===== src/rtl/ysyx_22040125_lsu_pkg.sv =====
// Shared types and helpers for the load/store unit: FSM states, access size
// codes and the size-to-byte-lane mask.
package ysyx_22040125_lsu_pkg;

    typedef enum logic [1:0] {
        IDLE  = 2'd0,
        LOAD  = 2'd1,
        STORE = 2'd2,
        ERR   = 2'd3
    } lsu_state_e;

    localparam logic [1:0] SZ_B = 2'd0;
    localparam logic [1:0] SZ_H = 2'd1;
    localparam logic [1:0] SZ_W = 2'd2;
    localparam logic [1:0] SZ_D = 2'd3;

    // Byte lanes touched by an access of the given size, before offset shift.
    function automatic logic [7:0] size_byte_mask(input logic [1:0] size);
        case (size)
            SZ_B:    return 8'h01;
            SZ_H:    return 8'h03;
            SZ_W:    return 8'h0F;
            default: return 8'hFF;
        endcase
    endfunction

endpackage


===== src/rtl/ysyx_22040125_lsu_if.sv =====
// Request/response channel between the execute stage (master) and the LSU (slave).
interface ysyx_22040125_lsu_if
    import ysyx_22040125_lsu_pkg::*;
#(
    parameter int XLEN = 64
);
    logic            req_valid;
    logic            req_ready;
    logic            req_wen;
    logic [XLEN-1:0] req_addr;
    logic [1:0]      req_size;
    logic            req_unsigned;
    logic [XLEN-1:0] req_wdata;
    logic            resp_valid;
    logic [XLEN-1:0] resp_rdata;
    logic            resp_err;

    modport master (
        output req_valid, req_wen, req_addr, req_size, req_unsigned, req_wdata,
        input  req_ready, resp_valid, resp_rdata, resp_err
    );

    modport slave (
        input  req_valid, req_wen, req_addr, req_size, req_unsigned, req_wdata,
        output req_ready, resp_valid, resp_rdata, resp_err
    );
endinterface


===== src/rtl/ysyx_22040125_lsu_align.sv =====
// Byte-lane logic: load extraction/extension, read-modify-write store merge
// and alignment check. Purely combinational.
module ysyx_22040125_lsu_align
    import ysyx_22040125_lsu_pkg::*;
#(
    parameter int XLEN = 64
) (
    input  logic [2:0]      offset,
    input  logic [1:0]      size,
    input  logic            is_unsigned,
    input  logic [XLEN-1:0] ram_rdata,
    input  logic [XLEN-1:0] wdata,
    output logic [XLEN-1:0] load_data,
    output logic [XLEN-1:0] store_data,
    output logic            misaligned
);

    logic [XLEN-1:0]   lane;
    logic signed [7:0]  b_s;
    logic signed [15:0] h_s;
    logic signed [31:0] w_s;
    logic [7:0]        byte_mask;
    logic [XLEN-1:0]   bit_mask;
    logic [XLEN-1:0]   wdata_sh;

    assign lane = ram_rdata >> {offset, 3'b000};
    assign b_s  = lane[7:0];
    assign h_s  = lane[15:0];
    assign w_s  = lane[31:0];

    always_comb begin
        load_data = lane;
        case (size)
            SZ_B:    load_data = is_unsigned ? XLEN'(lane[7:0])  : XLEN'(b_s);
            SZ_H:    load_data = is_unsigned ? XLEN'(lane[15:0]) : XLEN'(h_s);
            SZ_W:    load_data = is_unsigned ? XLEN'(lane[31:0]) : XLEN'(w_s);
            default: load_data = lane;
        endcase
    end

    // The RAM has no byte enables, so untouched lanes are carried over from the read.
    assign byte_mask = size_byte_mask(size) << offset;
    assign wdata_sh  = wdata << {offset, 3'b000};

    always_comb begin
        bit_mask = '0;
        for (int i = 0; i < 8; i++) begin
            bit_mask[8*i +: 8] = {8{byte_mask[i]}};
        end
    end

    assign store_data = (ram_rdata & ~bit_mask) | (wdata_sh & bit_mask);

    always_comb begin
        case (size)
            SZ_H:    misaligned = offset[0];
            SZ_W:    misaligned = |offset[1:0];
            SZ_D:    misaligned = |offset;
            default: misaligned = 1'b0;
        endcase
    end

endmodule


===== src/rtl/ysyx_22040125_lsu.sv =====
// Load/store unit in front of a word-wide RAM without byte mask: one request
// in flight, fixed two-cycle response, stores done as read-modify-write.
module ysyx_22040125_lsu
    import ysyx_22040125_lsu_pkg::*;
#(
    parameter int RAM_AW = 32,
    parameter int XLEN   = 64
) (
    input  logic              clk,
    input  logic              rst_n,
    ysyx_22040125_lsu_if.slave bus,
    output logic [RAM_AW-1:0] ram_addr,
    output logic [XLEN-1:0]   ram_wdata,
    output logic              ram_wen,
    input  logic [XLEN-1:0]   ram_rdata
);

    lsu_state_e        state_q, state_d;
    logic [1:0]        size_q;
    logic              uns_q;
    logic [2:0]        off_q;
    logic [RAM_AW-1:0] widx_q;
    logic [XLEN-1:0]   wdata_q;
    logic              resp_valid_q;
    logic              resp_err_q;
    logic [XLEN-1:0]   resp_rdata_q;

    logic              idle;
    logic              accept;
    logic [2:0]        al_off;
    logic [1:0]        al_size;
    logic              al_uns;
    logic [XLEN-1:0]   load_data;
    logic [XLEN-1:0]   store_data;
    logic              misaligned;
    logic              unused_addr_hi;

    assign idle          = (state_q == IDLE);
    assign accept        = bus.req_valid && idle;
    assign bus.req_ready = idle;
    assign bus.resp_valid = resp_valid_q;
    assign bus.resp_err   = resp_err_q;
    assign bus.resp_rdata = resp_rdata_q;

    // Words alias: address bits above the RAM index are dropped.
    assign unused_addr_hi = ^bus.req_addr[XLEN-1:RAM_AW+3];

    // In IDLE the aligner only judges the incoming request; afterwards it works on the latched one.
    assign al_off  = idle ? bus.req_addr[2:0]  : off_q;
    assign al_size = idle ? bus.req_size       : size_q;
    assign al_uns  = idle ? bus.req_unsigned   : uns_q;

    ysyx_22040125_lsu_align #(.XLEN(XLEN)) u_align (
        .offset      (al_off),
        .size        (al_size),
        .is_unsigned (al_uns),
        .ram_rdata   (ram_rdata),
        .wdata       (wdata_q),
        .load_data   (load_data),
        .store_data  (store_data),
        .misaligned  (misaligned)
    );

    always_comb begin
        state_d   = state_q;
        ram_wen   = 1'b0;
        ram_wdata = '0;
        ram_addr  = widx_q;
        case (state_q)
            IDLE: begin
                ram_addr = bus.req_valid ? bus.req_addr[RAM_AW+2:3] : '0;
                if (bus.req_valid) begin
                    if (misaligned)       state_d = ERR;
                    else if (bus.req_wen) state_d = STORE;
                    else                  state_d = LOAD;
                end
            end
            STORE: begin
                ram_wen   = 1'b1;
                ram_wdata = store_data;
                state_d   = IDLE;
            end
            default: state_d = IDLE;
        endcase
    end

    always_ff @(posedge clk or negedge rst_n) begin
        if (!rst_n) state_q <= IDLE;
        else        state_q <= state_d;
    end

    always_ff @(posedge clk or negedge rst_n) begin
        if (!rst_n) begin
            size_q  <= '0;
            uns_q   <= 1'b0;
            off_q   <= '0;
            widx_q  <= '0;
            wdata_q <= '0;
        end else if (accept) begin
            size_q  <= bus.req_size;
            uns_q   <= bus.req_unsigned;
            off_q   <= bus.req_addr[2:0];
            widx_q  <= bus.req_addr[RAM_AW+2:3];
            wdata_q <= bus.req_wdata;
        end
    end

    // Response stage: every non-IDLE state emits exactly one pulse on its way back to IDLE.
    always_ff @(posedge clk or negedge rst_n) begin
        if (!rst_n) begin
            resp_valid_q <= 1'b0;
            resp_err_q   <= 1'b0;
            resp_rdata_q <= '0;
        end else begin
            resp_valid_q <= !idle;
            resp_err_q   <= (state_q == ERR);
            case (state_q)
                LOAD:        resp_rdata_q <= load_data;
                STORE, ERR:  resp_rdata_q <= '0;
                default:     resp_rdata_q <= resp_rdata_q;
            endcase
        end
    end

endmodule

===== src/flat_wrapper.sv =====
// flat-port wrapper written by rule: the top's interface ports become plain ports
module ysyx_22040125_lsu_flat import ysyx_22040125_lsu_pkg::*;
#(
    parameter int RAM_AW = 32,
    parameter int XLEN   = 64
)
  (clk, rst_n, ram_addr, ram_wdata, ram_wen, ram_rdata, bus_req_valid, bus_req_wen, bus_req_addr, bus_req_size, bus_req_unsigned, bus_req_wdata, bus_req_ready, bus_resp_valid, bus_resp_rdata, bus_resp_err);
  ysyx_22040125_lsu_if #(.XLEN(XLEN)) bus_i ();
  input  logic clk;
  input  logic rst_n;
  output logic [RAM_AW-1:0] ram_addr;
  output logic [XLEN-1:0] ram_wdata;
  output logic ram_wen;
  input  logic [XLEN-1:0] ram_rdata;
  input wire logic [$bits(bus_i.req_valid)-1:0] bus_req_valid;
  input wire logic [$bits(bus_i.req_wen)-1:0] bus_req_wen;
  input wire logic [$bits(bus_i.req_addr)-1:0] bus_req_addr;
  input wire logic [$bits(bus_i.req_size)-1:0] bus_req_size;
  input wire logic [$bits(bus_i.req_unsigned)-1:0] bus_req_unsigned;
  input wire logic [$bits(bus_i.req_wdata)-1:0] bus_req_wdata;
  output wire logic [$bits(bus_i.req_ready)-1:0] bus_req_ready;
  output wire logic [$bits(bus_i.resp_valid)-1:0] bus_resp_valid;
  output wire logic [$bits(bus_i.resp_rdata)-1:0] bus_resp_rdata;
  output wire logic [$bits(bus_i.resp_err)-1:0] bus_resp_err;
  assign bus_i.req_valid = bus_req_valid;
  assign bus_i.req_wen = bus_req_wen;
  assign bus_i.req_addr = bus_req_addr;
  assign bus_i.req_size = bus_req_size;
  assign bus_i.req_unsigned = bus_req_unsigned;
  assign bus_i.req_wdata = bus_req_wdata;
  assign bus_req_ready = bus_i.req_ready;
  assign bus_resp_valid = bus_i.resp_valid;
  assign bus_resp_rdata = bus_i.resp_rdata;
  assign bus_resp_err = bus_i.resp_err;
  ysyx_22040125_lsu #(.RAM_AW(RAM_AW), .XLEN(XLEN)) u_core (.clk(clk), .rst_n(rst_n), .bus(bus_i), .ram_addr(ram_addr), .ram_wdata(ram_wdata), .ram_wen(ram_wen), .ram_rdata(ram_rdata));
endmodule

===== config.mk =====
export PLATFORM = sky130hd
export DESIGN_NAME = ysyx_22040125_lsu_flat
export DESIGN_NICKNAME = d
export VERILOG_FILES = /design/src/rtl/ysyx_22040125_lsu_pkg.sv /design/src/rtl/ysyx_22040125_lsu_if.sv /design/src/rtl/ysyx_22040125_lsu_align.sv /design/src/rtl/ysyx_22040125_lsu.sv /design/src/flat_wrapper.sv
export SDC_FILE = /design/constraint.sdc
export NUM_CORES = 1
export LEC_CHECK = 0
export ABC_AREA = 1
export BUFFER_PORTS_ARGS = -buffer_cell sky130_fd_sc_hd__clkbuf_2
export CAP_MARGIN = 25
export CORE_ASPECT_RATIO = 2
export CORE_UTILIZATION = 27
export DETAILED_ROUTE_END_ITERATION = 16
export PLACE_DENSITY = 0.49
export SLEW_MARGIN = 25
export SYNTH_ARGS = -nofsm -noshare
export SYNTH_HDL_FRONTEND = slang
export SYNTH_SLANG_ARGS = --single-unit

===== constraint.sdc =====
create_clock -name clk -period 2.48 [get_ports clk]
set_input_delay 0.248 -clock clk [delete_from_list [all_inputs] [get_ports clk]]
set_output_delay 0.248 -clock clk [all_outputs]
set_load 0.005 [all_outputs]

==> results.cfg, run 1 <==
[worst_hold_path]
min_to = u_core.wdata_q[47]$_DFFE_PN0P_
min_from = bus_req_wdata[47]
min_path_type = input port to flip-flop
min_delay_path_depth = 3

[timing]
clock-skew-final_ns = 0.00810
fmax_mhz = 337
setup_slack_ns = -0.490
worstMarginPinSlew_ns = 0.643
finalSetupTns_ns = -20.42
timing.final.max_slew_violations = 0
fin_crit_sh = 1.20
finalHoldViolCount = 0
slew_headroom = 0.571
rsz0062_at_grt = yes
fin_crit_ns = 2.97
setup_viol = 64

[routing]
num_vias = 14398
totalWireLength_um = 63400
route.detailed.drc = 0
dr.pass1.iters = 5
avgRoutedWirePerCell_um = 21.8
viasPerCell = 4.96
final_antenna_net_count = 0
drt_iter0_markers = 637

[power]
swShare = 0.507
power.density_nw_per_um2 = 1630
switchingPower_w = 0.0159
p_comb_frac = 0.763
p_seq_frac = 0.150
clockPowerShare = 0.087
power_w = 0.0314
internal_power_w = 0.0154
p_leak_nw = 9.91
max-vdd-ir-drop_mv = 0.767

[floorplan]
start_util = 0.273
core_sq_um = 42400
dieArea_sq_um = 43700
chipWidth_um = 148
fp-row-count = 107
pin_count = 363
die_y_um = 295

[logic_synthesis]
synth_compound_area_frac = 0.214
synth_flop_cell = dfrtp_1
synth.area.mux_share = 0
yosys.area_share.simple = 0.316
synthCells = 1747
yosysSeqAreaShare = 0.368
synth_top_family_by_area = simple AND/OR/NAND/NOR gates
yosys-top-cells-area = dfrtp_1, nand2_1, o21ai_0
yosysTopAreaCell = dfrtp_1
syn_area_per_cell_sq_um = 6.62
synth-seq-cells = 170
synth_top_cell_area_share = 0.368
synthXorXnorAreaFrac = 0
ys_warn_count = 0
syn-num-nets = 1946
synth_edf_count = 0
async_flop_share = 1.00
netlist_area_sq_um = 11600
synth_cell_types = 37
synthAdderAreaFrac = 0

[cells_and_area]
final_cell_mix = nand2_1, clkbuf_2, buf_4
final_common_cell = nand2_1
area_growth_pct = 65.8
nets = 2541
final_area_sq_um = 19200
drive_above_1_share = 0.389
fillers = 4365
layout.cells.non_filler = 2904
post-route-util = 0.452

[grt]
grt.total_usage = 0.279
met3_usage = 0.0313
grt_first_pass_wirelength_um = 87800
met1_usage = 0.270
grtUsageMet2 = 0.530
busiest_layer = met2
grt_pass1_vias = 14249
grt-ovfl-total = 0
grt_max_degree = 65
antenna_found_initial = 2

[critical_path]
reg2reg_to = u_core.bus.resp_rdata[11]$_DFFE_PN0P_
worstSetupStartpointType = flip-flop
r2r_start = u_core.state_q[0]$_DFFE_PN0P_
r2r_cells = 12
cp.required_ns = 2.23
path_cells = nor2_4 > buf_6 > nand2_4 > nand2_8 > buf_12 > buf_12 > o21ai_2 > o21ai_2 > buf_4 > buf_4 > nor2_1 > a211oi_2 > buf_2
path_max_fanout = 7
slowest_stage = dfrtp_2
critPathKind = flip-flop to output port
critPathArrivalTime_ns = 2.72
slowest_delay_ns = 0.45
end_kind = output port
reg2reg_setup_slack_ns = 0.10

[clock_tree]
clock_path_buffers = 2
htree_levels = 4
clk-insertion-delay-late_ns = 0.48
cts_tree = yes
clk_pin_slew_ns = 0.07
clockRootBuffer = clkbuf_16
cts_buffers = 17
cts_sinks = 170

[run_status]
violations = negative setup slack
status = complete, but fails checks

[place]
dp_hpwl_um = 48300
place.gp.congestion = 0.971
place.port_buffers = 333
placedCellCount = 2714
place_area_sq_um = 15200

[run]
maxCapViolations = 0
per-stage QoR:
step	hold slack, ns	setup WS (ns)
floorplan	-0.0476	0.391
global placement	0.288	-0.430
detailed placement	0.286	-0.415
CTS	0.00153	-0.479
global route	0.0201	-0.542
finish	0.0274	-0.490
area by class of cell:
type                       instances  area [sq um]  share of cell area
multi-input combinational       1314          7450               0.388
inverter                         144           598              0.0312
antenna                            4          10.0            0.000521
timing repair buffer             693          5590               0.291
timing repair inverter             2          22.5             0.00117
tap                              545           682              0.0355
sequential                       170          4260               0.222
clock buffer                      17           425              0.0222
clock inverter                    15           155             0.00808
cell usage after synthesis, types with 13 or more instances:
library cell / instances
a211oi_1: 31
nor2_1: 79
nand3_1: 87
nand2_1: 671
buf_4: 15
o21ai_0: 199
inv_1: 134
a21oi_1: 42
buf_2: 32
buf_6: 13
o21bai_1: 32
o211ai_1: 47
o21ai_1: 47
dfrtp_1: 170
nand4_1: 16
clkbuf_1: 51
timing repair:
action	in CTS	in global routing
hold buffers	78	0
cloned	9	13
buffers inserted	30	37
endpoints found under the setup margin	105	135
gates resized for setup	209	309
pin swaps	58	75
endpoints found under the hold margin	131	0
power groups by stage:
| stage | clock network, W | logic [W] | registers, W |
|---|---|---|---|
| after floorplan | 0 | 0.00924 | 0.00439 |
| after global placement | 0 | 0.0175 | 0.00462 |
| after detailed placement | 0 | 0.0175 | 0.00466 |
| after CTS | 0.00282 | 0.0204 | 0.00465 |
| after global routing | 0.00291 | 0.0255 | 0.00480 |
| final | 0.00274 | 0.0239 | 0.00470 |
flip-flops by register name (all words and copies together), names as in the netlist:
signal and cells:
u_core.state_q 2, u_core.uns_q 1, u_core.off_q 3, u_core.bus.resp_rdata 64
u_core.size_q 2, u_core.bus.resp_err 1, u_core.widx_q 32, u_core.bus.resp_valid 1
u_core.wdata_q 64
worst max-delay path: cells and delay by family (launching register included):
family          cells  cell delay [ns]
simple gates        4             0.40
buf+inv             6             0.87
compound gates      3             0.54
flops               1             0.45
routing by layer:
metal	up-vias	share of wire
met5	-	0
met4	0	0.078
met3	172	0.036
met2	496	0.55
met1	6856	0.33
li1	6874	-
worst max-delay path by stage:
stage                                        from  slack [ns]            end
floorplan           u_core.state_q[1]$_DFFE_PN0P_        0.39  ram_wdata[29]
global placement    u_core.state_q[1]$_DFFE_PN0P_       -0.43  ram_wdata[15]
detailed placement  u_core.state_q[1]$_DFFE_PN0P_       -0.42  ram_wdata[15]
CTS                 u_core.state_q[0]$_DFFE_PN0P_       -0.48  ram_wdata[33]
global route        u_core.state_q[1]$_DFFE_PN0P_       -0.54  ram_wdata[21]
finish              u_core.state_q[1]$_DFFE_PN0P_       -0.49  ram_wdata[21]
kinds of logic after synthesis:
family / count (synthesis)
AND/OR/NAND/NOR: 890
AO/OA/AOI/OAI: 423
buffers and inverters: 264
flip-flops: 170
Power figures use the tool's default switching activity.
==> run 2: changes to the inputs <==
MAX_ROUTING_LAYER = met4   (was unset)
==> results.cfg, run 2 (synthesized netlist as in run 1, its figures left out) <==
[timing]
fin_crit_ns = 2.98
fmax_mhz = 336
rsz0062_at_grt = yes
fin_crit_sh = 1.20
setup_viol = 66
clock-skew-final_ns = 0.0118
worstMarginPinSlew_ns = 0.608
slew_headroom = 0.595
setup_slack_ns = -0.499
timing.final.max_slew_violations = 0
finalHoldViolCount = 0

[grt]
grt_first_pass_wirelength_um = 88500
grt-ovfl-total = 0
grt.total_usage = 0.290
grt_max_degree = 65
antenna_found_initial = 4
grt_pass1_vias = 14391

[routing]
drt_iter0_markers = 745
route.detailed.drc = 0
avgRoutedWirePerCell_um = 21.6
num_vias = 14308
viasPerCell = 4.96
totalWireLength_um = 62400
final_antenna_net_count = 0
dr.pass1.iters = 6

[cells_and_area]
area_growth_pct = 59.0
layout.cells.non_filler = 2885
seq_area_sq_um = 4260
drive_above_1_share = 0.362
final_common_cell = nand2_1
multi_input_area_sq_um = 7000
nets = 2522
fillers = 4504
final_cell_mix = nand2_1, clkbuf_2, buf_4

[critical_path]
critPathArrivalTime_ns = 2.73
path_max_fanout = 10
worstSetupStartpointType = flip-flop
end_kind = output port
cp.required_ns = 2.23
r2r_cells = 15
critPathKind = flip-flop to output port

[clock_tree]
clock_path_buffers = 2
cts_sinks = 170
cts_buffers = 17
clockRootBuffer = clkbuf_16
htree_levels = 4
clk-insertion-delay-late_ns = 0.47
cts_tree = yes
clk_pin_slew_ns = 0.07

[power]
swShare = 0.504
clockPowerShare = 0.093
p_comb_frac = 0.750
p_seq_frac = 0.157
power.density_nw_per_um2 = 1620
internal_power_w = 0.0148
p_leak_nw = 9.58
switchingPower_w = 0.0150
max-vdd-ir-drop_mv = 0.682

[worst_hold_path]
min_path_type = input port to flip-flop
min_delay_path_depth = 3

[run_status]
status = complete, but fails checks
violations = negative setup slack

[floorplan]
dieArea_sq_um = 43700
fp-row-count = 107
start_util = 0.273
pin_count = 363
die_y_um = 295
chipWidth_um = 148
core_sq_um = 42400

[place]
post-place-ws_ns = -0.515
placedCellCount = 2718
place.port_buffers = 333
dp_hpwl_um = 48400
place.gp.congestion = 1.02

[run]
maxCapViolations = 0
==> run 2: changes by cell type in the layout (fill, tap and decap cells not counted), sizes merged <==
cell / before / now
buf: 325 / 298
nand2: 688 / 689
clkinv: 4 / 9
clkbuf: 306 / 320
nand3: 90 / 91
or2: 9 / 8
dlygate4sd3: 78 / 75
bufinv: 1 / 2
clkinvlp: 5 / 3
inv: 151 / 143
==> run 2: what timing repair did <==
| item | CTS | global route |
|---|---|---|
| gates cloned | 6 | 7 |
| pin swaps | 36 | 54 |
| endpoints found under the setup margin | 137 | 147 |
| endpoints found under the hold margin | 118 | 0 |
| gates resized for setup | 179 | 186 |
| setup buffers | 37 | 11 |
| hold buffers | 75 | 0 |
==> run 2: power by group through the flow <==
stage	clock, W	sequential, W	combinational [W]
after floorplan	0	0.00439	0.00924
after global placement	0	0.00463	0.0176
after detailed placement	0	0.00466	0.0177
after CTS	0.00286	0.00464	0.0204
after global routing	0.00297	0.00477	0.0239
final	0.00278	0.00467	0.0224
==> run 2: path summary, 6_finish.rpt <==
kind,slack [ns],endpoint,from
max reg2reg,-0.04,u_core.bus.resp_rdata[33]$_DFFE_PN0P_,u_core.state_q[1]$_DFFE_PN0P_
min in group asynchronous,0.29,u_core.bus.resp_rdata[18]$_DFFE_PN0P_,rst_n
max in group asynchronous,1.50,u_core.state_q[1]$_DFFE_PN0P_,rst_n
max,-0.50,ram_wdata[57],u_core.state_q[1]$_DFFE_PN0P_
min,0.02,u_core.wdata_q[17]$_DFFE_PN0P_,bus_req_wdata[17]
min reg2reg,0.48,u_core.bus.resp_rdata[54]$_DFFE_PN0P_,u_core.bus.resp_rdata[54]$_DFFE_PN0P_
==> run 2: layout make-up <==
type,instances,area share
diodes,4,0.000544
clock buffers,19,0.0246
clock inverters,13,0.00768
inverters,144,0.0318
multi-input cells,1315,0.380
flip-flops and latches,170,0.231
well taps,545,0.0371
repair buffers,675,0.287
==> run 2: through the flow <==
step | hold WS (ns) | instance area, sq um | TNS, ns | power (W) | utilization
2_1_floorplan | -0.0476 | 11600 | 0 | 0.0136 | -
3_3_place_gp | 0.223 | 15200 | -3.78 | 0.0223 | 0.358
3_5_place_dp | 0.225 | 15200 | -6.04 | 0.0224 | 0.358
5_1_grt | 0.0219 | 18400 | -32.64 | 0.0316 | 0.434
6_report | 0.0223 | 18400 | -24.92 | 0.0298 | 0.434
4_1_cts | 0.000637 | 17600 | -24.94 | 0.0279 | 0.416
==> run 2: worst max-delay path, cell delays in order, from the launching register on <==
cell and delay, ns:
dfrtp_2 0.45, nor2_4 0.16, buf_6 0.13, buf_6 0.11, nand2_8 0.07, nand2_8 0.14
buf_12 0.15, buf_6 0.13, o211ai_1 0.19, or2_1 0.26, a31oi_1 0.19, buf_4 0.16
clkbuf_2 0.11
==> run 2: layer usage <==
layer	wire, um	global-route usage	vias to the layer above
met2	33800	0.535	501
met1	21000	0.274	6785
met4	5420	0.225	0
met5	0	-	-
li1	-	-	6839
met3	2130	0.0254	183
